[config.mk]
export PLATFORM = sky130hd
export DESIGN_NAME = id_ex_skid_reg_flat
export DESIGN_NICKNAME = d
export VERILOG_FILES = /design/src/rtl/id_ex_skid_reg_pkg.sv /design/src/rtl/id_ex_skid_reg_if.sv /design/src/rtl/id_ex_skid_reg_entry.sv /design/src/rtl/id_ex_skid_reg.sv /design/src/flat_wrapper.sv
export SDC_FILE = /design/constraint.sdc
export NUM_CORES = 1
export LEC_CHECK = 0
export ABC_AREA = 1
export ABC_CLOCK_PERIOD_IN_PS = 3250
export CAP_MARGIN = 40
export CORE_MARGIN = 4
export CORE_UTILIZATION = 44
export CTS_CLUSTER_SIZE = 30
export DETAILED_ROUTE_END_ITERATION = 12
export GPL_TIMING_DRIVEN = 0
export PLACE_DENSITY = 0.72
export SYNTH_ARGS = -nofsm -noshare
export SYNTH_HDL_FRONTEND = slang
export SYNTH_HIERARCHICAL = 1
export SYNTH_SLANG_ARGS = --single-unit
export TNS_END_PERCENT = 1
[constraint.sdc]
create_clock -name clk -period 3.25 [get_ports clk]
set_input_delay 0.65 -clock clk [delete_from_list [all_inputs] [get_ports clk]]
set_output_delay 0.65 -clock clk [all_outputs]
set_load 0.005 [all_outputs]
[src/rtl/id_ex_skid_reg_pkg.sv]
// Shared types and helpers for the ID/EX skid register.
// Holds the control-bundle struct, the all-zero bubble constant and the
// default field widths used by the top and its entry sub-module.
package id_ex_skid_reg_pkg;

  localparam int FUNCT_W_DEF = 4;
  localparam int ALUOP_W_DEF = 2;

  typedef struct packed {
    logic                   branch;
    logic                   memread;
    logic                   memtoreg;
    logic                   memwrite;
    logic                   alusrc;
    logic                   regwrite;
    logic [ALUOP_W_DEF-1:0] aluop;
  } id_ex_ctrl_t;

  localparam id_ex_ctrl_t CTRL_BUBBLE = '0;

  // Increment that sticks at the maximum value instead of wrapping.
  function automatic logic [31:0] sat_inc32(input logic [31:0] v);
    return (v == 32'hFFFF_FFFF) ? v : v + 32'd1;
  endfunction

endpackage

[src/rtl/id_ex_skid_reg_if.sv]
// Handshake and payload bundle between decode, the ID/EX register and execute.
// master: the side driving the decode inputs and the EX ready (a bench or glue).
// slave : the ID/EX register itself.
interface id_ex_skid_reg_if #(
  parameter int XLEN    = 64,
  parameter int REG_AW  = 5,
  parameter int FUNCT_W = 4,
  parameter int ALUOP_W = 2
);
  logic               flush;
  logic               in_valid;
  logic               in_ready;
  logic [XLEN-1:0]    in_pc;
  logic [XLEN-1:0]    in_rs1_data;
  logic [XLEN-1:0]    in_rs2_data;
  logic [XLEN-1:0]    in_imm;
  logic [REG_AW-1:0]  in_rs1;
  logic [REG_AW-1:0]  in_rs2;
  logic [REG_AW-1:0]  in_rd;
  logic [FUNCT_W-1:0] in_funct;
  logic               in_branch;
  logic               in_memread;
  logic               in_memtoreg;
  logic               in_memwrite;
  logic               in_alusrc;
  logic               in_regwrite;
  logic [ALUOP_W-1:0] in_aluop;

  logic               out_valid;
  logic               out_ready;
  logic [XLEN-1:0]    out_pc;
  logic [XLEN-1:0]    out_rs1_data;
  logic [XLEN-1:0]    out_rs2_data;
  logic [XLEN-1:0]    out_imm;
  logic [REG_AW-1:0]  out_rs1;
  logic [REG_AW-1:0]  out_rs2;
  logic [REG_AW-1:0]  out_rd;
  logic [FUNCT_W-1:0] out_funct;
  logic               out_branch;
  logic               out_memread;
  logic               out_memtoreg;
  logic               out_memwrite;
  logic               out_alusrc;
  logic               out_regwrite;
  logic [ALUOP_W-1:0] out_aluop;

  modport master (
    output flush, in_valid, in_pc, in_rs1_data, in_rs2_data, in_imm,
           in_rs1, in_rs2, in_rd, in_funct, in_branch, in_memread,
           in_memtoreg, in_memwrite, in_alusrc, in_regwrite, in_aluop,
           out_ready,
    input  in_ready, out_valid, out_pc, out_rs1_data, out_rs2_data, out_imm,
           out_rs1, out_rs2, out_rd, out_funct, out_branch, out_memread,
           out_memtoreg, out_memwrite, out_alusrc, out_regwrite, out_aluop
  );

  modport slave (
    input  flush, in_valid, in_pc, in_rs1_data, in_rs2_data, in_imm,
           in_rs1, in_rs2, in_rd, in_funct, in_branch, in_memread,
           in_memtoreg, in_memwrite, in_alusrc, in_regwrite, in_aluop,
           out_ready,
    output in_ready, out_valid, out_pc, out_rs1_data, out_rs2_data, out_imm,
           out_rs1, out_rs2, out_rd, out_funct, out_branch, out_memread,
           out_memtoreg, out_memwrite, out_alusrc, out_regwrite, out_aluop
  );
endinterface

[src/rtl/id_ex_skid_reg_entry.sv]
// id_ex_entry: one valid+payload slot of the ID/EX register.
// Writing the slot invalid (clear, or load with d_valid=0) always stores the
// bubble control bundle so a dead slot can never trigger a store/writeback.
// Data bits keep their last value on clear; reset zeroes everything.
module id_ex_entry
  import id_ex_skid_reg_pkg::*;
#(
  parameter int DATA_W = 8
) (
  input  logic              clk,
  input  logic              reset,
  input  logic              clear,
  input  logic              load,
  input  logic              d_valid,
  input  logic [DATA_W-1:0] d_data,
  input  id_ex_ctrl_t       d_ctrl,
  output logic              q_valid,
  output logic [DATA_W-1:0] q_data,
  output id_ex_ctrl_t       q_ctrl
);

  // Slot state: reset > clear > load, otherwise hold.
  always_ff @(posedge clk) begin
    if (reset) begin
      q_valid <= 1'b0;
      q_data  <= '0;
      q_ctrl  <= CTRL_BUBBLE;
    end else if (clear) begin
      q_valid <= 1'b0;
      q_ctrl  <= CTRL_BUBBLE;
    end else if (load) begin
      q_valid <= d_valid;
      q_data  <= d_data;
      q_ctrl  <= d_valid ? d_ctrl : CTRL_BUBBLE;
    end
  end

endmodule

[src/rtl/id_ex_skid_reg.sv]
// id_ex_skid_reg: ID/EX pipeline register with valid/ready handshake,
// a 2-entry skid buffer (main M feeds EX, skid S catches one extra entry
// when EX stalls), flush, bubble-safe control and an x0 writeback guard.
// in_ready is ~S.valid, so there is no combinational ready path from EX.
// Optional macro ID_EX_SKID_PERF_EN adds saturating stall/flush counters.
// The aluop field width is carried by the shared package control struct.
module id_ex_skid_reg
  import id_ex_skid_reg_pkg::*;
#(
  parameter int XLEN    = 64,
  parameter int REG_AW  = 5,
  parameter int FUNCT_W = FUNCT_W_DEF,
  parameter int ALUOP_W = ALUOP_W_DEF
) (
  input  logic clk,
  input  logic reset,
  id_ex_skid_reg_if.slave bus
`ifdef ID_EX_SKID_PERF_EN
  ,
  output logic [31:0] perf_stall_cycles,
  output logic [31:0] perf_flush_count
`endif
);

  localparam int PAY_W = 4 * XLEN + 3 * REG_AW + FUNCT_W;

  logic [PAY_W-1:0] in_pay, m_pay, s_pay, m_dpay;
  id_ex_ctrl_t      in_ctrl, m_ctrl, s_ctrl, m_dctrl;
  logic             m_valid, s_valid;
  logic             m_load, m_clear, m_dvalid, s_load, s_clear;
  logic             accept, drain;

  assign in_pay = {bus.in_pc, bus.in_rs1_data, bus.in_rs2_data, bus.in_imm,
                   bus.in_rs1, bus.in_rs2, bus.in_rd, bus.in_funct};

  // Incoming control bundle; a write to x0 is never a real writeback.
  always_comb begin
    in_ctrl          = CTRL_BUBBLE;
    in_ctrl.branch   = bus.in_branch;
    in_ctrl.memread  = bus.in_memread;
    in_ctrl.memtoreg = bus.in_memtoreg;
    in_ctrl.memwrite = bus.in_memwrite;
    in_ctrl.alusrc   = bus.in_alusrc;
    in_ctrl.regwrite = bus.in_regwrite & (bus.in_rd != '0);
    in_ctrl.aluop    = ALUOP_W_DEF'(bus.in_aluop);
  end

  assign accept = bus.in_valid & ~s_valid;
  assign drain  = m_valid & bus.out_ready;

  // Steering: flush kills both slots; M refills from S first, else from input;
  // input goes to S only while M is stuck full.
  always_comb begin
    m_load   = 1'b0;
    m_clear  = bus.flush;
    m_dvalid = accept;
    m_dpay   = in_pay;
    m_dctrl  = in_ctrl;
    s_load   = 1'b0;
    s_clear  = bus.flush;
    if (!bus.flush) begin
      if (!m_valid || drain) begin
        m_load = 1'b1;
        if (s_valid) begin
          m_dvalid = 1'b1;
          m_dpay   = s_pay;
          m_dctrl  = s_ctrl;
          s_clear  = 1'b1;
        end
      end else if (accept) begin
        s_load = 1'b1;
      end
    end
  end

  id_ex_entry #(.DATA_W(PAY_W)) u_main (
    .clk     (clk),
    .reset   (reset),
    .clear   (m_clear),
    .load    (m_load),
    .d_valid (m_dvalid),
    .d_data  (m_dpay),
    .d_ctrl  (m_dctrl),
    .q_valid (m_valid),
    .q_data  (m_pay),
    .q_ctrl  (m_ctrl)
  );

  id_ex_entry #(.DATA_W(PAY_W)) u_skid (
    .clk     (clk),
    .reset   (reset),
    .clear   (s_clear),
    .load    (s_load),
    .d_valid (1'b1),
    .d_data  (in_pay),
    .d_ctrl  (in_ctrl),
    .q_valid (s_valid),
    .q_data  (s_pay),
    .q_ctrl  (s_ctrl)
  );

  assign bus.in_ready  = ~s_valid;
  assign bus.out_valid = m_valid;
  assign {bus.out_pc, bus.out_rs1_data, bus.out_rs2_data, bus.out_imm,
          bus.out_rs1, bus.out_rs2, bus.out_rd, bus.out_funct} = m_pay;
  assign bus.out_branch   = m_ctrl.branch;
  assign bus.out_memread  = m_ctrl.memread;
  assign bus.out_memtoreg = m_ctrl.memtoreg;
  assign bus.out_memwrite = m_ctrl.memwrite;
  assign bus.out_alusrc   = m_ctrl.alusrc;
  assign bus.out_regwrite = m_ctrl.regwrite;
  assign bus.out_aluop    = ALUOP_W'(m_ctrl.aluop);

`ifdef ID_EX_SKID_PERF_EN
  // Saturating counters: EX stall cycles, and flushes that killed live work.
  always_ff @(posedge clk) begin
    if (reset) begin
      perf_stall_cycles <= '0;
      perf_flush_count  <= '0;
    end else begin
      if (m_valid && !bus.out_ready)
        perf_stall_cycles <= sat_inc32(perf_stall_cycles);
      if (bus.flush && (m_valid || s_valid))
        perf_flush_count <= sat_inc32(perf_flush_count);
    end
  end
`endif

endmodule

[src/flat_wrapper.sv]
// flat-port wrapper written by rule: the top's interface ports become plain ports
module id_ex_skid_reg_flat import id_ex_skid_reg_pkg::*;
#(
  parameter int XLEN    = 64,
  parameter int REG_AW  = 5,
  parameter int FUNCT_W = FUNCT_W_DEF,
  parameter int ALUOP_W = ALUOP_W_DEF
)
  (clk, reset, bus_flush, bus_in_valid, bus_in_pc, bus_in_rs1_data, bus_in_rs2_data, bus_in_imm, bus_in_rs1, bus_in_rs2, bus_in_rd, bus_in_funct, bus_in_branch, bus_in_memread, bus_in_memtoreg, bus_in_memwrite, bus_in_alusrc, bus_in_regwrite, bus_in_aluop, bus_out_ready, bus_in_ready, bus_out_valid, bus_out_pc, bus_out_rs1_data, bus_out_rs2_data, bus_out_imm, bus_out_rs1, bus_out_rs2, bus_out_rd, bus_out_funct, bus_out_branch, bus_out_memread, bus_out_memtoreg, bus_out_memwrite, bus_out_alusrc, bus_out_regwrite, bus_out_aluop);
  id_ex_skid_reg_if #(.XLEN(XLEN), .REG_AW(REG_AW), .FUNCT_W(FUNCT_W), .ALUOP_W(ALUOP_W)) bus_i ();
  input  logic clk;
  input  logic reset;
  input wire logic [$bits(bus_i.flush)-1:0] bus_flush;
  input wire logic [$bits(bus_i.in_valid)-1:0] bus_in_valid;
  input wire logic [$bits(bus_i.in_pc)-1:0] bus_in_pc;
  input wire logic [$bits(bus_i.in_rs1_data)-1:0] bus_in_rs1_data;
  input wire logic [$bits(bus_i.in_rs2_data)-1:0] bus_in_rs2_data;
  input wire logic [$bits(bus_i.in_imm)-1:0] bus_in_imm;
  input wire logic [$bits(bus_i.in_rs1)-1:0] bus_in_rs1;
  input wire logic [$bits(bus_i.in_rs2)-1:0] bus_in_rs2;
  input wire logic [$bits(bus_i.in_rd)-1:0] bus_in_rd;
  input wire logic [$bits(bus_i.in_funct)-1:0] bus_in_funct;
  input wire logic [$bits(bus_i.in_branch)-1:0] bus_in_branch;
  input wire logic [$bits(bus_i.in_memread)-1:0] bus_in_memread;
  input wire logic [$bits(bus_i.in_memtoreg)-1:0] bus_in_memtoreg;
  input wire logic [$bits(bus_i.in_memwrite)-1:0] bus_in_memwrite;
  input wire logic [$bits(bus_i.in_alusrc)-1:0] bus_in_alusrc;
  input wire logic [$bits(bus_i.in_regwrite)-1:0] bus_in_regwrite;
  input wire logic [$bits(bus_i.in_aluop)-1:0] bus_in_aluop;
  input wire logic [$bits(bus_i.out_ready)-1:0] bus_out_ready;
  output wire logic [$bits(bus_i.in_ready)-1:0] bus_in_ready;
  output wire logic [$bits(bus_i.out_valid)-1:0] bus_out_valid;
  output wire logic [$bits(bus_i.out_pc)-1:0] bus_out_pc;
  output wire logic [$bits(bus_i.out_rs1_data)-1:0] bus_out_rs1_data;
  output wire logic [$bits(bus_i.out_rs2_data)-1:0] bus_out_rs2_data;
  output wire logic [$bits(bus_i.out_imm)-1:0] bus_out_imm;
  output wire logic [$bits(bus_i.out_rs1)-1:0] bus_out_rs1;
  output wire logic [$bits(bus_i.out_rs2)-1:0] bus_out_rs2;
  output wire logic [$bits(bus_i.out_rd)-1:0] bus_out_rd;
  output wire logic [$bits(bus_i.out_funct)-1:0] bus_out_funct;
  output wire logic [$bits(bus_i.out_branch)-1:0] bus_out_branch;
  output wire logic [$bits(bus_i.out_memread)-1:0] bus_out_memread;
  output wire logic [$bits(bus_i.out_memtoreg)-1:0] bus_out_memtoreg;
  output wire logic [$bits(bus_i.out_memwrite)-1:0] bus_out_memwrite;
  output wire logic [$bits(bus_i.out_alusrc)-1:0] bus_out_alusrc;
  output wire logic [$bits(bus_i.out_regwrite)-1:0] bus_out_regwrite;
  output wire logic [$bits(bus_i.out_aluop)-1:0] bus_out_aluop;
  assign bus_i.flush = bus_flush;
  assign bus_i.in_valid = bus_in_valid;
  assign bus_i.in_pc = bus_in_pc;
  assign bus_i.in_rs1_data = bus_in_rs1_data;
  assign bus_i.in_rs2_data = bus_in_rs2_data;
  assign bus_i.in_imm = bus_in_imm;
  assign bus_i.in_rs1 = bus_in_rs1;
  assign bus_i.in_rs2 = bus_in_rs2;
  assign bus_i.in_rd = bus_in_rd;
  assign bus_i.in_funct = bus_in_funct;
  assign bus_i.in_branch = bus_in_branch;
  assign bus_i.in_memread = bus_in_memread;
  assign bus_i.in_memtoreg = bus_in_memtoreg;
  assign bus_i.in_memwrite = bus_in_memwrite;
  assign bus_i.in_alusrc = bus_in_alusrc;
  assign bus_i.in_regwrite = bus_in_regwrite;
  assign bus_i.in_aluop = bus_in_aluop;
  assign bus_i.out_ready = bus_out_ready;
  assign bus_in_ready = bus_i.in_ready;
  assign bus_out_valid = bus_i.out_valid;
  assign bus_out_pc = bus_i.out_pc;
  assign bus_out_rs1_data = bus_i.out_rs1_data;
  assign bus_out_rs2_data = bus_i.out_rs2_data;
  assign bus_out_imm = bus_i.out_imm;
  assign bus_out_rs1 = bus_i.out_rs1;
  assign bus_out_rs2 = bus_i.out_rs2;
  assign bus_out_rd = bus_i.out_rd;
  assign bus_out_funct = bus_i.out_funct;
  assign bus_out_branch = bus_i.out_branch;
  assign bus_out_memread = bus_i.out_memread;
  assign bus_out_memtoreg = bus_i.out_memtoreg;
  assign bus_out_memwrite = bus_i.out_memwrite;
  assign bus_out_alusrc = bus_i.out_alusrc;
  assign bus_out_regwrite = bus_i.out_regwrite;
  assign bus_out_aluop = bus_i.out_aluop;
  id_ex_skid_reg #(.XLEN(XLEN), .REG_AW(REG_AW), .FUNCT_W(FUNCT_W), .ALUOP_W(ALUOP_W)) u_core (.clk(clk), .reset(reset), .bus(bus_i));
endmodule
Word-level counts from Yosys, hierarchy flattened
Cells that the tools add are included.
Widths: inputs -> output; s select.

storage, ports and cells
  bits in registers = 568
  output and inout port bits = 285
  bits of input ports = 288
  logic and storage cells = 47

cells by class
  bitwise gates (word level) = 6
  muxes and demuxes = 16
  reductions and logical operators = 7

operators with widths
  cell               count
  $mux 275           2
  $mux 8             3
  $mux 1             11
  $reduce_bool 5->1  1
  $reduce_and 2->1   2
  $reduce_or 2->1    2
  $and 1x1->1        3
  $not 1->1          3
  $logic_not 1->1    1
  $logic_or 1x1->1   1

Depth between registers and ports, before layout
  word-level depth = 6
  depth in mapped cells = 12
  gate-level depth less buffers = 10

By module
Netlist, hierarchy kept.

modules (own cells, without submodules)
  module          cells each  instances  sequential area each (µm²)  area an instance (µm²)
  id_ex_entry     1,814       2          5,685.5                     11,980.2
  id_ex_skid_reg  929         1          0.0                         3,628.5

Worst setup path after synthesis
Ideal clock, no wire load.

  path type = input-to-reg
  start point = input bus_out_ready
  end point = register u_core/u_main/q_ctrl[0] (netlist bit)
  setup time = 71 ps
  path buffers = 3
  arrival time = 1,697 ps
  stages on the path = 9
  setup slack = 1,482 ps
  data required time = 3,179 ps
  cell sequence = inv_1 nand2_2 nand3_2 buf_2 buf_2 nand2_1 clkbuf_1 nand3_1 a21oi_1

between the ends
  word-level cells in the longest chain between the ends = 5
  elaborated cells on any way between the ends = 8
  those cells by class = mux: 6; bitwise: 1; reduce/logical: 1

RTL lines
  what                    line                        source
  start: declaration      flat_wrapper.sv:30          input wire logic [$bits(bus_i.out_ready)-1:0] bus_out_ready;
  $and 1x1->1             id_ex_skid_reg.sv:49        assign drain = m_valid & bus.out_ready;
  $logic_or 1x1->1        id_ex_skid_reg.sv:62        if (!m_valid || drain) begin
  $mux 1                  id_ex_skid_reg.sv:62
  $mux 1                  id_ex_skid_reg.sv:61        if (!bus.flush) begin
  via u_core.m_dvalid     id_ex_skid_reg.sv:30        logic m_load, m_clear, m_dvalid, s_load, s_clear;
  $mux 8                  id_ex_skid_reg_entry.sv:34  q_ctrl <= d_valid ? d_ctrl : CTRL_BUBBLE;
  end signal: assignment  id_ex_skid_reg_entry.sv:34
  end: declaration        id_ex_skid_reg_entry.sv:19  output id_ex_ctrl_t q_ctrl

The timed path passes the listed nets, and every way through them passes these cells.
A chain may end at the register's enable or synchronous reset.

Worst setup path after layout
  start point = register u_core.u_main.q_data[1]
  end point = output bus_out_funct[1]

RTL lines
  what                      line                        source
  start: declaration        id_ex_skid_reg_entry.sv:18  output logic [DATA_W-1:0] q_data,
  start signal: assignment  id_ex_skid_reg_entry.sv:33  q_data <= d_data;
  end: declaration          flat_wrapper.sv:40          output wire logic [$bits(bus_i.out_funct)-1:0] bus_out_funct;

No word-level cell between the ends.

==> out/results.ini <==
[die]
die-area_um2 = 66770
fp-row-count = 91
num_io_pins = 573
dieHeight_um = 258.4
floorplan.core_area_um2 = 61940
initial_core_util = 0.4454
die_width_um = 258.4

[route]
drt_first_iter_violations = 1996
drt-vias-per-instance = 4.652
drtPass1Iterations = 5
wire_per_inst_um = 15.00
drt-total-wl_um = 91390
route.detailed.drc = 0
final_antenna_net_count = 0
detailroute.via_count = 28343

[clock_network]
cts_htree_levels = 2
clockBufferDepth = 3
cts-buffers-inserted = 61
cts_setup_buffers = 0
cts.clk_slew.worst_paths_ns = 0.06
post_cts.resized_instances = 0
clk_root_buffer_cell = sky130_fd_sc_hd__clkbuf_16
clock_latency_ns = 0.63
cts_num_sinks = 568
cts_tree = done
postCtsHoldBufs = 0

[timing]
timing.max_slew.rel_slack = 0.4325
grt_setup_unrepaired = no
worst_clock_skew_ns = 0.01827
slew_viol_final = 0
achievable_freq_mhz = 431.6
final_period_minus_worst_setup_slack_ns = 2.317
transition_at_the_pin_with_the_smallest_max_transition_slack_ns = 0.8512
setup_viol = 0
finalHoldViolCount = 0
setup_tns_ns = 0
timing.final.crit_share = 0.7129
whs_ns = 0.4631

[critical_path]
critPathMaxFanout = 2
timing.critical_path.max_delay_family = buffers and inverters
timing.critical_path.slowest_stage_cell = sky130_fd_sc_hd__clkdlybuf4s50_1
cp.arrival_ns = 1.67
crit_path_start_kind = flip-flop
critical_path.max_stage_delay_ns = 0.69
crit_type = reg -> out
worstPathCellList = clkdlybuf4s50_1
cp_data_required_time_ns = 2.60
timing.rr.start = u_core/u_main/q_valid
worst_setup_path_end_kind = output port
worstSetupStartpoint = u_core/u_main/q_data[1]
buf_inv_stages_crit_path = 1

[global_route]
grt_util_all_layers = 0.2633
grt_first_pass_wirelength_um = 142300
grt_max_degree = 16
grt_overflow = 0
grt_antenna_before_repair = 23
via_count_of_the_first_global_routing_pass = 26047

[placement]
final_wtd_congestion = 0.8874
placement.io_buffers = 572
hpwl_um = 68000

[synth]
post_synth_num_cell_types = 20
synth_cells = 4557
synth_area_um2 = 27590
number_of_nets_in_the_synthesized_netlist = 4845
synth-warning-count = 6
ys_seq_elements = 568
sequential_area_share_after_synthesis = 0.4122
syn-mean-instance-area_um2 = 6.054

[power]
power.density_nw_per_um2 = 450.6
max-vdd-ir-drop_uv = 403.8
leakagePower_nw = 18.21

[worst_hold_path]
hold_path_class = reg -> reg
worstHoldStart = u_core/u_main/q_ctrl[1]

[final_layout]
layout_commonest_cell = sky130_fd_sc_hd__nand2_1
fillerInstances = 6332
final_layout_size_suffix_gt1_frac = 0.06682
area_of_the_multi_input_gates_um2 = 12470
growth_of_design_area_from_synthesis_to_finish_pct = 31.68
commonest_cells_after_routing_fill_and_taps_aside = sky130_fd_sc_hd__nand2_1 (1425), sky130_fd_sc_hd__nor2_1 (1102), sky130_fd_sc_hd__clkdlybuf4s50_1 (572)
final-seq-area_um2 = 11370
final_net_count = 5483

[run_status]
run_status = finished, final reports clean

[run]
drv.max_cap_violation_count = 0

==> cell usage after synthesis <==
cell                       count  share of area
sky130_fd_sc_hd__clkbuf_4      2        0.00054
sky130_fd_sc_hd__nand3b_1      1        0.00027
sky130_fd_sc_hd__inv_4         2        0.00045
sky130_fd_sc_hd__conb_1        1        0.00014
sky130_fd_sc_hd__clkbuf_1     58         0.0079
sky130_fd_sc_hd__dfxtp_1     568           0.41
sky130_fd_sc_hd__inv_2         4        0.00054
sky130_fd_sc_hd__buf_6         8         0.0033
sky130_fd_sc_hd__nand3_2       1        0.00036
sky130_fd_sc_hd__buf_4        44          0.012
sky130_fd_sc_hd__nor2_1     1102           0.15
sky130_fd_sc_hd__nand3_1     567           0.10
sky130_fd_sc_hd__nand2_1    1425           0.19
sky130_fd_sc_hd__clkinv_1      2        0.00027
sky130_fd_sc_hd__a21oi_1      19         0.0034
sky130_fd_sc_hd__nand2_2       1        0.00023
sky130_fd_sc_hd__inv_1       553          0.075
sky130_fd_sc_hd__nor2_4        2        0.00082
sky130_fd_sc_hd__buf_2       196          0.036
sky130_fd_sc_hd__nor3_1        1        0.00018
==> cell type report <==
type,count,area share
Multi-Input combinational cell,3120,0.3433
Sequential cell,568,0.3130
Timing Repair Buffer,575,0.1586
Inverter,561,0.05810
Clock buffer,88,0.04701
Buffer,308,0.04498
Tap cell,837,0.02883
Clock inverter,18,0.004925
Antenna cell,17,0.001171
==> worst paths after layout <==
kind	slack, ns	cells past startpoint	end
min	0.46	2	u_core/u_main/q_ctrl[1]
min reg2reg	0.46	2	u_core/u_main/q_ctrl[1]
max	0.93	1	bus_out_funct[1]
max reg2reg	1.27	8	u_core/u_main/q_ctrl[6]
==> layer usage <==
layer	GRT usage	vias to the layer above	wire length [µm]
met3	0.05873	184	5976
met4	0.09250	12	3221
met5	0	-	81
li1	-	14812	-
met1	0.3275	12561	38910
met2	0.4506	774	43190
==> registers in the layout, indices dropped and copies added, names as in the netlist <==
name and count:
u_core/u_main/q_data 275, u_core/u_skid/q_data 275, u_core/u_main/q_ctrl 8, u_core/u_skid/q_ctrl 8, u_core/u_main/q_valid 1, u_core/u_skid/q_valid 1
==> power by group <==
part / internal, mW / switching [mW]
sequential: 7.21 / 0.141
clock: 3.85 / 2.86
combinational: 1.15 / 1.15
==> metrics by stage <==
step	instances	power (mW)	instance area (µm²)	setup WS [ns]	util
after floorplan	4557	8.578	27590	1.482	-
after global placement	5966	9.769	34360	0.2473	0.5548
after detailed placement	5969	9.795	34400	0.3878	0.5554
after CTS	6075	16.55	36290	0.8668	0.5858
after global routing	6090	17.10	36320	0.8347	0.5864
final	6092	16.37	36330	0.9330	0.5865
==> cell families after synthesis <==
kind of cell | after synthesis | synth area share
other | 1 | 0.0001359
AO/OA/AOI/OAI | 19 | 0.003447
AND/OR/NAND/NOR | 3100 | 0.4485
buffers and inverters | 869 | 0.1357
flip-flops | 568 | 0.4122
No activity file was read; power rests on OpenSTA's default activity.
